[src/rtl/ppc_types.sv]
// Shared PowerPC integer-unit types: exception flags, CR0 field and buffered result entry.
package ppc_types;

    localparam int unsigned RsIdWidth = 5;

    typedef struct packed {
        logic ca;
        logic ov;
        logic ov_valid;
        logic cr0_valid;
    } cond_exception_t;

    typedef struct packed {
        logic lt;
        logic gt;
        logic eq;
        logic so;
    } cr0_t;

    // rs_id is sized by the package default; instances must keep RS_ID_WIDTH equal to it.
    typedef struct packed {
        logic [RsIdWidth-1:0] rs_id;
        logic [4:0]           reg_addr;
        logic [0:31]          result;
        cr0_t                 cr0;
        cond_exception_t      flags;
    } result_entry_t;

endpackage

[src/rtl/exec_result_buffer_if.sv]
// Result-to-CDB handshake bundle: the buffer presents the head entry, the arbiter grants it.
interface exec_result_buffer_if
    import ppc_types::*;
#(
    parameter int unsigned RS_ID_WIDTH = RsIdWidth
) ();

    logic                   cdb_valid;
    logic                   cdb_ready;
    logic [RS_ID_WIDTH-1:0] cdb_rs_id;
    logic [4:0]             cdb_reg_addr;
    logic [0:31]            cdb_result;
    logic [3:0]             cdb_cr0;
    cond_exception_t        cdb_flags;

    modport master (
        output cdb_valid, cdb_rs_id, cdb_reg_addr, cdb_result, cdb_cr0, cdb_flags,
        input  cdb_ready
    );

    modport slave (
        input  cdb_valid, cdb_rs_id, cdb_reg_addr, cdb_result, cdb_cr0, cdb_flags,
        output cdb_ready
    );

endinterface

[src/rtl/cr0_compute.sv]
// CR0 {LT,GT,EQ,SO} from a 32-bit result (bit 0 = MSB), its overflow flags and XER[SO].
module cr0_compute
    import ppc_types::*;
(
    input  logic [0:31] result,
    input  logic        ov_valid,
    input  logic        ov,
    input  logic        xer_so,
    output cr0_t        cr0
);

    logic is_zero;

    assign is_zero = (result == '0);

    always_comb begin
        cr0.lt = result[0];
        cr0.gt = ~result[0] & ~is_zero;
        cr0.eq = is_zero;
        cr0.so = xer_so | (ov_valid & ov);
    end

endmodule

[src/rtl/exec_result_buffer.sv]
// Credit-gated result FIFO between a fixed-latency execution unit and the CDB arbiter.
module exec_result_buffer
    import ppc_types::*;
#(
    parameter int unsigned RS_ID_WIDTH = RsIdWidth,
    parameter int unsigned DEPTH       = 4
) (
    input  logic                   clk,
    input  logic                   rst,
    input  logic                   issue_fire,
    output logic                   issue_allow,
    input  logic                   flush,
    input  logic                   xer_so,
    input  logic                   in_valid,
    input  logic [RS_ID_WIDTH-1:0] in_rs_id,
    input  logic [4:0]             in_reg_addr,
    input  logic [0:31]            in_result,
    input  cond_exception_t        in_cr0_xer,
    exec_result_buffer_if.master   cdb,
    output logic                   overflow_err
);

    localparam int unsigned PtrW = (DEPTH > 1) ? $clog2(DEPTH) : 1;
    localparam int unsigned CntW = $clog2(DEPTH + 1);
    localparam logic [CntW-1:0] Full = CntW'(DEPTH);

    result_entry_t   mem_q [DEPTH];
    result_entry_t   new_entry;
    result_entry_t   head;
    cr0_t            in_cr0;
    logic [PtrW-1:0] wr_ptr_q, wr_ptr_d, rd_ptr_q, rd_ptr_d;
    logic [CntW-1:0] count_q, count_d, in_flight_q, in_flight_d, discard_q, discard_d;
    logic            overflow_q, overflow_d;
    logic            discard_arrival, deq, enq, drop, dec_flight;

    cr0_compute u_cr0 (
        .result   (in_result),
        .ov_valid (in_cr0_xer.ov_valid),
        .ov       (in_cr0_xer.ov),
        .xer_so   (xer_so),
        .cr0      (in_cr0)
    );

    assign new_entry = '{rs_id:    RsIdWidth'(in_rs_id),
                         reg_addr: in_reg_addr,
                         result:   in_result,
                         cr0:      in_cr0,
                         flags:    in_cr0_xer};

    assign head             = mem_q[rd_ptr_q];
    assign cdb.cdb_valid    = (count_q != '0);
    assign cdb.cdb_rs_id    = RS_ID_WIDTH'(head.rs_id);
    assign cdb.cdb_reg_addr = head.reg_addr;
    assign cdb.cdb_result   = head.result;
    assign cdb.cdb_cr0      = head.cr0;
    assign cdb.cdb_flags    = head.flags;
    assign overflow_err     = overflow_q;

    // Reserving a slot per in-flight op guarantees every arrival finds room.
    assign issue_allow = ({1'b0, count_q} + {1'b0, in_flight_q}) < {1'b0, Full};

    always_comb begin
        discard_arrival = in_valid & (flush | (discard_q != '0));
        deq             = cdb.cdb_valid & cdb.cdb_ready & ~flush;
        enq             = in_valid & ~discard_arrival & ((count_q != Full) | deq);
        drop            = in_valid & ~discard_arrival & (count_q == Full) & ~deq;
        dec_flight      = in_valid & (in_flight_q != '0);

        in_flight_d = in_flight_q + CntW'(issue_fire) - CntW'(dec_flight);
        wr_ptr_d    = wr_ptr_q + PtrW'(enq);
        rd_ptr_d    = rd_ptr_q + PtrW'(deq);
        count_d     = count_q + CntW'(enq) - CntW'(deq);
        discard_d   = discard_q - CntW'(in_valid & (discard_q != '0));
        overflow_d  = overflow_q | drop;

        // Everything still in flight after this cycle (including a same-cycle issue) is discarded.
        if (flush) begin
            count_d   = '0;
            rd_ptr_d  = wr_ptr_q;
            discard_d = in_flight_d;
        end
    end

    always_ff @(posedge clk) begin
        if (rst) begin
            wr_ptr_q    <= '0;
            rd_ptr_q    <= '0;
            count_q     <= '0;
            in_flight_q <= '0;
            discard_q   <= '0;
            overflow_q  <= 1'b0;
            for (int i = 0; i < int'(DEPTH); i++) begin
                mem_q[i] <= '0;
            end
        end else begin
            wr_ptr_q    <= wr_ptr_d;
            rd_ptr_q    <= rd_ptr_d;
            count_q     <= count_d;
            in_flight_q <= in_flight_d;
            discard_q   <= discard_d;
            overflow_q  <= overflow_d;
            if (enq) begin
                mem_q[wr_ptr_q] <= new_entry;
            end
        end
    end

endmodule

[src/flat_wrapper.sv]
// flat-port wrapper written by rule: the top's interface ports become plain ports
module exec_result_buffer_flat import ppc_types::*;
#(
    parameter int unsigned RS_ID_WIDTH = RsIdWidth,
    parameter int unsigned DEPTH       = 4
)
  (clk, rst, issue_fire, issue_allow, flush, xer_so, in_valid, in_rs_id, in_reg_addr, in_result, in_cr0_xer, overflow_err, cdb_cdb_valid, cdb_cdb_rs_id, cdb_cdb_reg_addr, cdb_cdb_result, cdb_cdb_cr0, cdb_cdb_flags, cdb_cdb_ready);
  exec_result_buffer_if #(.RS_ID_WIDTH(RS_ID_WIDTH)) cdb_i ();
  input  logic clk;
  input  logic rst;
  input  logic issue_fire;
  output logic issue_allow;
  input  logic flush;
  input  logic xer_so;
  input  logic in_valid;
  input  logic [RS_ID_WIDTH-1:0] in_rs_id;
  input  logic [4:0] in_reg_addr;
  input  logic [0:31] in_result;
  input  cond_exception_t in_cr0_xer;
  output logic overflow_err;
  output wire logic [$bits(cdb_i.cdb_valid)-1:0] cdb_cdb_valid;
  output wire logic [$bits(cdb_i.cdb_rs_id)-1:0] cdb_cdb_rs_id;
  output wire logic [$bits(cdb_i.cdb_reg_addr)-1:0] cdb_cdb_reg_addr;
  output wire logic [$bits(cdb_i.cdb_result)-1:0] cdb_cdb_result;
  output wire logic [$bits(cdb_i.cdb_cr0)-1:0] cdb_cdb_cr0;
  output wire logic [$bits(cdb_i.cdb_flags)-1:0] cdb_cdb_flags;
  input wire logic [$bits(cdb_i.cdb_ready)-1:0] cdb_cdb_ready;
  assign cdb_cdb_valid = cdb_i.cdb_valid;
  assign cdb_cdb_rs_id = cdb_i.cdb_rs_id;
  assign cdb_cdb_reg_addr = cdb_i.cdb_reg_addr;
  assign cdb_cdb_result = cdb_i.cdb_result;
  assign cdb_cdb_cr0 = cdb_i.cdb_cr0;
  assign cdb_cdb_flags = cdb_i.cdb_flags;
  assign cdb_i.cdb_ready = cdb_cdb_ready;
  exec_result_buffer #(.RS_ID_WIDTH(RS_ID_WIDTH), .DEPTH(DEPTH)) u_core (.clk(clk), .rst(rst), .issue_fire(issue_fire), .issue_allow(issue_allow), .flush(flush), .xer_so(xer_so), .in_valid(in_valid), .in_rs_id(in_rs_id), .in_reg_addr(in_reg_addr), .in_result(in_result), .in_cr0_xer(in_cr0_xer), .cdb(cdb_i), .overflow_err(overflow_err));
endmodule
[config.mk]
export PLATFORM = sky130hd
export DESIGN_NAME = exec_result_buffer_flat
export DESIGN_NICKNAME = d
export VERILOG_FILES = /design/src/rtl/ppc_types.sv /design/src/rtl/exec_result_buffer_if.sv /design/src/rtl/cr0_compute.sv /design/src/rtl/exec_result_buffer.sv /design/src/flat_wrapper.sv
export SDC_FILE = /design/constraint.sdc
export NUM_CORES = 1
export LEC_CHECK = 0
export CORE_MARGIN = 2
export CORE_UTILIZATION = 57
export CTS_BUF_LIST = sky130_fd_sc_hd__clkbuf_16
export DETAILED_ROUTE_END_ITERATION = 8
export GPL_TIMING_DRIVEN = 1
export MAX_ROUTING_LAYER = met4
export PLACE_DENSITY = 0.83
export SYNTH_ARGS = -nofsm -noshare
export SYNTH_HDL_FRONTEND = slang
export SYNTH_HIERARCHICAL = 1
export SYNTH_SLANG_ARGS = --single-unit
[constraint.sdc]
create_clock -name clk -period 5.2 [get_ports clk]
set_clock_uncertainty 0.2 [all_clocks]
set_input_delay 1.04 -clock clk [delete_from_list [all_inputs] [get_ports clk]]
set_output_delay 1.04 -clock clk [all_outputs]
set_load 0.02 [all_outputs]
# Yosys cells after proc, flatten, opt, wreduce, memory -nomap -nowiden
# Memories as Yosys holds them, arrays and structs flattened. A register that Yosys moved wholly into a read port is not among the register bits.
# Index checks and enable logic that the tools add are counted.
# op_classes
add_sub_neg,8
multipliers,0
n_div,0
magnitude_cmp,1
eq_ne,2
n_shift,0
n_mux,11
n_bitwise,20
n_reduce_logical,6
# ops
cell,n
two-way mux 50 bit,1
OR reduction 50 bit,1
zero test 32 bit,1
AND 1 bit,11
nonzero test 3 bit,3
adder 3 x 1 -> 3 bit,2
two-way mux 1 bit,6
two-way mux 2 bit,3
subtractor 3 x 1 -> 3 bit,2
NOT 1 bit,5
adder 2 x 1 -> 2 bit,2
adder 3 x 3 -> 4 bit,1
"< comparator 4 x 3 -> 1 bit, second input constant",1
bitwise OR 1 bit,4
"equality test 3 bit, second input constant",1
two-way mux 3 bit,1
"inequality test 3 bit, second input constant",1
subtractor 3 bit,1
OR reduction 2 bit,1
# totals
ff_bits,14
latchBits,0
ramBits,200
rom_bits,0
in_bits,53
mem_count,1
# mem_list
name,depth,width,read_ports,rd_clocked_by_memory_dff,wr,line_no,rtl
u_core.mem_q,4,50,1,1,4,exec_result_buffer.sv:27,result_entry_t mem_q [DEPTH];

# Logic depth before layout (Yosys ltp)
# Gate-level depths: netlist of the first run.
# logic_depth
word_depth,11
ltp_mapped,11

# By module
# The synthesis of the first run kept the hierarchy.
# modules_own_cells
module,instances,cells_each,area_each_um2
exec_result_buffer,1,658,10017.1
cr0_compute,1,15,105.1

# Worst setup path after synthesis of the first run
# Ideal clock, no wire load.
# synth_timing
path_type,input port to flip-flop
from,in flush
to,"mem u_core/mem_q[3][0] (netlist bit), enable pin"
arrival_time_ns,4.102
path_slack_ns,0.430
stages,5
path_buffers,2
path_cell_list,nand2b_1 and2_0 clkbuf_1 buf_2 o21bai_1
# synth_rtl
item,line_no,rtl
start: declaration,flat_wrapper.sv:13,input logic flush;
end: declaration,exec_result_buffer.sv:27,

==> results of run 1 <==
final timing paths:
kind                         endpoint  slack, ps                start
setup / recovery   cdb_cdb_result[19]       1150   u_core/rd_ptr_q[0]
hold / removal    u_core/overflow_err        290  u_core/overflow_err
setup reg to reg    u_core/count_q[2]       2010  u_core/discard_q[2]
hold reg to reg   u_core/overflow_err        290  u_core/overflow_err
report_power, final:
group	total, W	internal (W)	switching, W
Sequential	0.00214	0.00206	0.0000848
Clock	0.00143	0.000829	0.000602
Combinational	0.00117	0.000428	0.000745
metrics by stage:
| stage | total power [W] | utilization | instances |
|---|---|---|---|
| after floorplan | 0.00291 | - | 673 |
| after global placement | 0.00329 | 0.647 | 947 |
| after detailed placement | 0.00334 | 0.647 | 947 |
| after CTS | 0.00476 | 0.684 | 984 |
| after global routing | 0.00492 | 0.684 | 984 |
| final | 0.00474 | 0.684 | 984 |
worst max-delay path, cell delays in order, from the launching register on:
cell and delay, ps:
dfxtp_4 1080, mux4_2 650, clkdlybuf4s50_1 560
state kept, by name (all words and copies together), names as in the netlist:
| name | flops |
|---|---|
| u_core/discard_q | 3 |
| u_core/wr_ptr_q | 2 |
| u_core/in_flight_q | 3 |
| u_core/overflow_err | 1 |
| u_core/count_q | 3 |
| u_core/mem_q | 200 |
| u_core/rd_ptr_q | 2 |
per-layer routing:
layer / track usage / part of all wire / wire (µm)
met1: 0.315 / 0.38 / 8510
met2: 0.418 / 0.53 / 11700
met3: 0.0258 / 0.063 / 1400
met4: 0.0911 / 0.029 / 640
met5: - / 0 / 0
cells in the mapped netlist:
library cell | instances | area, µm²
a2111oi_2 | 1 | 15.0
a211oi_1 | 2 | 15.0
a21o_1 | 2 | 15.0
a21oi_1 | 2 | 10.0
a31o_2 | 2 | 17.5
a41oi_1 | 1 | 8.76
and2_0 | 1 | 6.26
and3_1 | 1 | 6.26
buf_1 | 1 | 3.75
buf_2 | 27 | 135
buf_4 | 2 | 15.0
buf_6 | 11 | 124
clkbuf_1 | 27 | 101
dfxtp_1 | 14 | 280
edfxtp_1 | 200 | 6010
fa_1 | 2 | 40.0
ha_1 | 10 | 125
inv_1 | 12 | 45.0
mux2i_1 | 1 | 10.0
mux4_2 | 50 | 1130
nand2_1 | 51 | 191
nand2b_1 | 2 | 12.5
nand4_1 | 3 | 18.8
nor2_1 | 15 | 56.3
nor2b_1 | 5 | 31.3
nor3_1 | 103 | 515
nor3_2 | 100 | 1000
nor3b_1 | 2 | 15.0
nor4_1 | 8 | 50.1
nor4_2 | 1 | 12.5
nor4b_1 | 1 | 8.76
o21ba_1 | 1 | 10.0
o21bai_1 | 1 | 7.51
or3_1 | 4 | 25.0
or3b_1 | 1 | 8.76
xnor2_1 | 3 | 26.3
xor2_1 | 3 | 26.3
area by class of cell:
cell class | count | area, µm²
clock buffers | 21 | 526
clock inverters | 16 | 118
fillers | 1113 | 5490
inverters | 12 | 45.0
multi-input cells | 379 | 3440
flip-flops and latches | 214 | 6290
well taps | 225 | 282
repair buffers | 117 | 1170
cells by family (layout without fill, tap and decap cells):
| group | count (synthesis) | after routing | synth area share |
|---|---|---|---|
| flops | 214 | 214 | 0.621 |
| simple gates | 298 | 298 | 0.194 |
| xor+xnor | 6 | 6 | 0.00519 |
| compound gates | 12 | 12 | 0.00976 |
| buf+inv | 80 | 166 | 0.0419 |
| mux | 51 | 51 | 0.112 |
| fa+ha+maj | 12 | 12 | 0.0163 |
==> results.py, run 1 <==
metrics = {
    "status": {
        "outcome": "complete, no violations",
    },
    "placed_design": {
        "postPlaceCellArea_um2": 11200,
        "place_ws_ps": 732,
        "port_buffers": 105,
        "dp_hpwl_um": 12600,
        "gp_congestion": 0.785,
    },
    "detailed_routing": {
        "vias": 6224,
        "drtAntennaViolNets": 0,
        "wl_per_cell_um": 22.6,
        "dr.pass1.iters": 5,
        "totalWireLength_um": 22300,
        "viasPerCell": 6.33,
        "drc": 0,
        "drt-initial-drc-count": 556,
    },
    "global_routing": {
        "grt_pass1_wl_um": 34600,
        "grt_usage": 0.248,
        "grt.overflow.total": 0,
        "grt_max_degree": 201,
        "antenna_found_initial": 0,
        "grt_pass1_vias": 6482,
    },
    "timing": {
        "grt_setup_unrepaired": "false",
        "tightest_slew_ps": 1190,
        "fin_crit_sh": 0.779,
        "finalHoldViolCount": 0,
        "setup_viol": 0,
        "holdWs_ps": 289,
        "slew_violations": 0,
        "tns_ps": 0,
        "relSlewSlack": 0.206,
        "finalCriticalPeriod_ps": 4050,
        "setup_ws_ps": 1150,
        "fmaxAchievable_mhz": 247,
    },
    "synth": {
        "ys_seq_elements": 214,
        "netlist_area_um2": 10100,
        "synth_cell_types": 37,
        "syn-num-nets": 738,
        "ys.warnings.count": 6,
        "postSynthCellCount": 673,
        "syn_area_per_cell_um2": 15.0,
        "yosysSeqAreaShare": 0.621,
    },
    "clock_tree": {
        "clkLatencyLatePin_ps": 490,
        "ctsHoldBuffers": 0,
        "cts_resized": 0,
        "cts_setup_buffers": 0,
        "numCtsBuffers": 21,
        "cts.reportedPaths.clkPinSlew_ps": 60,
        "root_buffer": "clkbuf_16",
        "tritoncts": "done",
        "h-tree-depth": 1,
        "cts_sinks": 214,
        "clock_path_buffers": 3,
    },
    "hold_path": {
        "min_path_type": "flop to flop",
        "hold_path_depth": 2,
    },
    "layout": {
        "layout_commonest_cell": "edfxtp_1",
        "drive_gt1_frac": 0.265,
        "final_nets": 810,
        "diodes": 0,
        "syn_to_final_growth_pct": 17.3,
        "most-common-layout-cells": "edfxtp_1 (200), clkdlybuf4s50_1 (105), nor3_1 (102), nor3_2 (101), nand2_1 (51)",
        "fin_area_um2": 11900,
    },
    "worst_setup_path": {
        "required_ps": 3960,
        "cp.arrival_ps": 2810,
        "end_kind": "output pin",
        "critPathKind": "flop to output pin",
        "start_kind": "flop",
        "path_max_fanout": 51,
        "reg2reg_depth": 11,
    },
    "floorplan": {
        "core-area_um2": 17400,
        "pin_count": 106,
        "die_h_um": 137,
        "start_util": 0.583,
        "row_count": 48,
        "dieArea_um2": 18800,
        "die_x_um": 137,
    },
    "pwr": {
        "p_leak_nw": 3.97,
        "ir_worst_vdd_uv": 255,
        "p_per_area_nw_per_um2": 400,
    },
    "job": {
        "maxCapViolCount": 0,
    },
}
(Power assumes the default switching activity.)
==> inputs of run 2 (changes only) <==
Settings changed: CORE_UTILIZATION 57 to 52, PLACE_DENSITY 0.83 to 0.8.
Clock period 5.2 ns to 3.3 ns, I/O delays scaled along.
==> run 2 against run 1 <==
  * Worst setup slack worse by 1000 ps
  * Count of clock-buffer cells in the layout increased by 2
  * Sequential power up 56%
  * First-iteration DRC count is 6.8% higher
  * Sequential share of layout area decreased by 1.7 points
  * Design area grew 3.3%
  * Hold slack worse by 3.4 ps
  * Cell count is 6.3% higher
  * Critical endpoint is now cdb_cdb_result[21]
==> results.py, run 2 (synthesis gave the netlist of run 1 again) <==
metrics = {
    "hold_path": {
        "min_path_type": "flop to flop",
        "hold_path_startpoint": "u_core/overflow_err",
    },
    "floorplan": {
        "dieArea_um2": 20600,
        "pin_count": 106,
        "start_util": 0.525,
        "die_h_um": 144,
        "row_count": 51,
        "core-area_um2": 19300,
        "die_x_um": 144,
    },
    "layout": {
        "fin_util": 0.636,
        "most-common-layout-cells": "edfxtp_1 (200), clkdlybuf4s50_1 (105), nor3_1 (102), nor3_2 (101), nand2_1 (51)",
        "diodes": 0,
        "layout_commonest_cell": "edfxtp_1",
        "fin_area_um2": 12300,
        "top_register": "u_core/mem_q",
        "final_nets": 835,
        "drive_gt1_frac": 0.293,
        "largest_reg_flops": 200,
        "syn_to_final_growth_pct": 21.2,
        "layout.cells.non_filler": 1046,
    },
    "worst_setup_path": {
        "required_ps": 2440,
        "worstReg2RegStart": "u_core/discard_q[2]",
        "cp.arrival_ps": 2310,
        "end_kind": "output pin",
        "path_max_fanout": 11,
        "critPathKind": "flop to output pin",
        "crit_start": "u_core/rd_ptr_q[0]",
        "start_kind": "flop",
    },
    "pwr": {
        "ir_worst_vdd_uv": 429,
        "p_per_area_nw_per_um2": 619,
        "finalPower_w": 0.00759,
        "p_leak_nw": 4.13,
    },
    "clock_tree": {
        "cts_resized": 0,
        "root_buffer": "clkbuf_16",
        "numCtsBuffers": 23,
        "tritoncts": "done",
        "h-tree-depth": 1,
        "clock_path_buffers": 3,
        "cts_sinks": 214,
        "clkLatencyLatePin_ps": 500,
        "ctsHoldBuffers": 0,
        "cts.reportedPaths.clkPinSlew_ps": 60,
    },
    "detailed_routing": {
        "viasPerCell": 5.96,
        "vias": 6238,
        "drc": 0,
        "drt-initial-drc-count": 594,
        "totalWireLength_um": 23100,
        "wl_per_cell_um": 22.1,
        "dr.pass1.iters": 5,
        "drtAntennaViolNets": 0,
    },
    "placed_design": {
        "dp_hpwl_um": 14000,
        "postPlaceCellArea_um2": 11600,
        "port_buffers": 105,
        "place_inst": 1007,
        "gp_congestion": 0.842,
    },
    "global_routing": {
        "grt_pass1_vias": 6646,
        "grt_usage": 0.238,
        "grt_pass1_wl_um": 36300,
        "grt_max_degree": 77,
        "antenna_found_initial": 0,
        "grt.overflow.total": 0,
    },
    "timing": {
        "slew_violations": 0,
        "relSlewSlack": 0.651,
        "finalCriticalPeriod_ps": 3170,
        "tightest_slew_ps": 524,
        "holdWs_ps": 285,
        "grt_setup_unrepaired": "false",
        "setup_viol": 0,
        "fin_crit_sh": 0.961,
        "fmaxAchievable_mhz": 315,
        "finalHoldViolCount": 0,
    },
    "job": {
        "maxCapViolCount": 0,
    },
    "status": {
        "outcome": "complete, no violations",
    },
}
==> run 2: layer usage <==
layer,up-vias,share of wire,GRT usage
met2,246,0.53,0.408
met4,0,0.020,0.0728
met1,3173,0.39,0.301
met3,36,0.058,0.0283
met5,-,0,-
li1,2783,-,-
==> run 2: path summary, 6_finish.rpt <==
check	to	slack, ps	depth (start not counted)
max	cdb_cdb_result[21]	130	3
min	u_core/overflow_err	290	2
max reg2reg	u_core/count_q[2]	390	11
min reg2reg	u_core/overflow_err	290	2
==> run 2: layout make-up <==
class	instances	area [µm²]
Sequential cell	214	6290
Tap cell	265	332
Clock buffer	23	576
Timing Repair Buffer	140	1490
Clock inverter	13	88.8
Multi-Input combinational cell	379	3440
Fill cell	1380	7010
Inverter	12	45.0
==> run 2: through the flow <==
step / setup TNS [ps] / setup WS [ps]
2_1_floorplan: 0 / 247
3_3_place_gp: 0 / 39.7
3_5_place_dp: -170 / -170
4_1_cts: 0 / 92.7
5_1_grt: 0 / 73.2
6_report: 0 / 129
==> run 2: repair_timing <==
item	CTS	global route
buffers inserted	3	0
hold endpoints to repair	0	0
setup endpoints to repair	35	0
==> run 2: where the power goes <==
group          total, W  internal (W)  leakage (nW)  switching, W
combinational   0.00196      0.000734          1.61       0.00122
clock           0.00230       0.00133         0.338      0.000969
sequential      0.00334       0.00324          2.19     0.0000994
==> run 2: critical path, cell delays in order, from the launching register on <==
cell             delay, ps
dfxtp_4                470
buf_12                 200
mux4_2                 560
clkdlybuf4s50_1        560
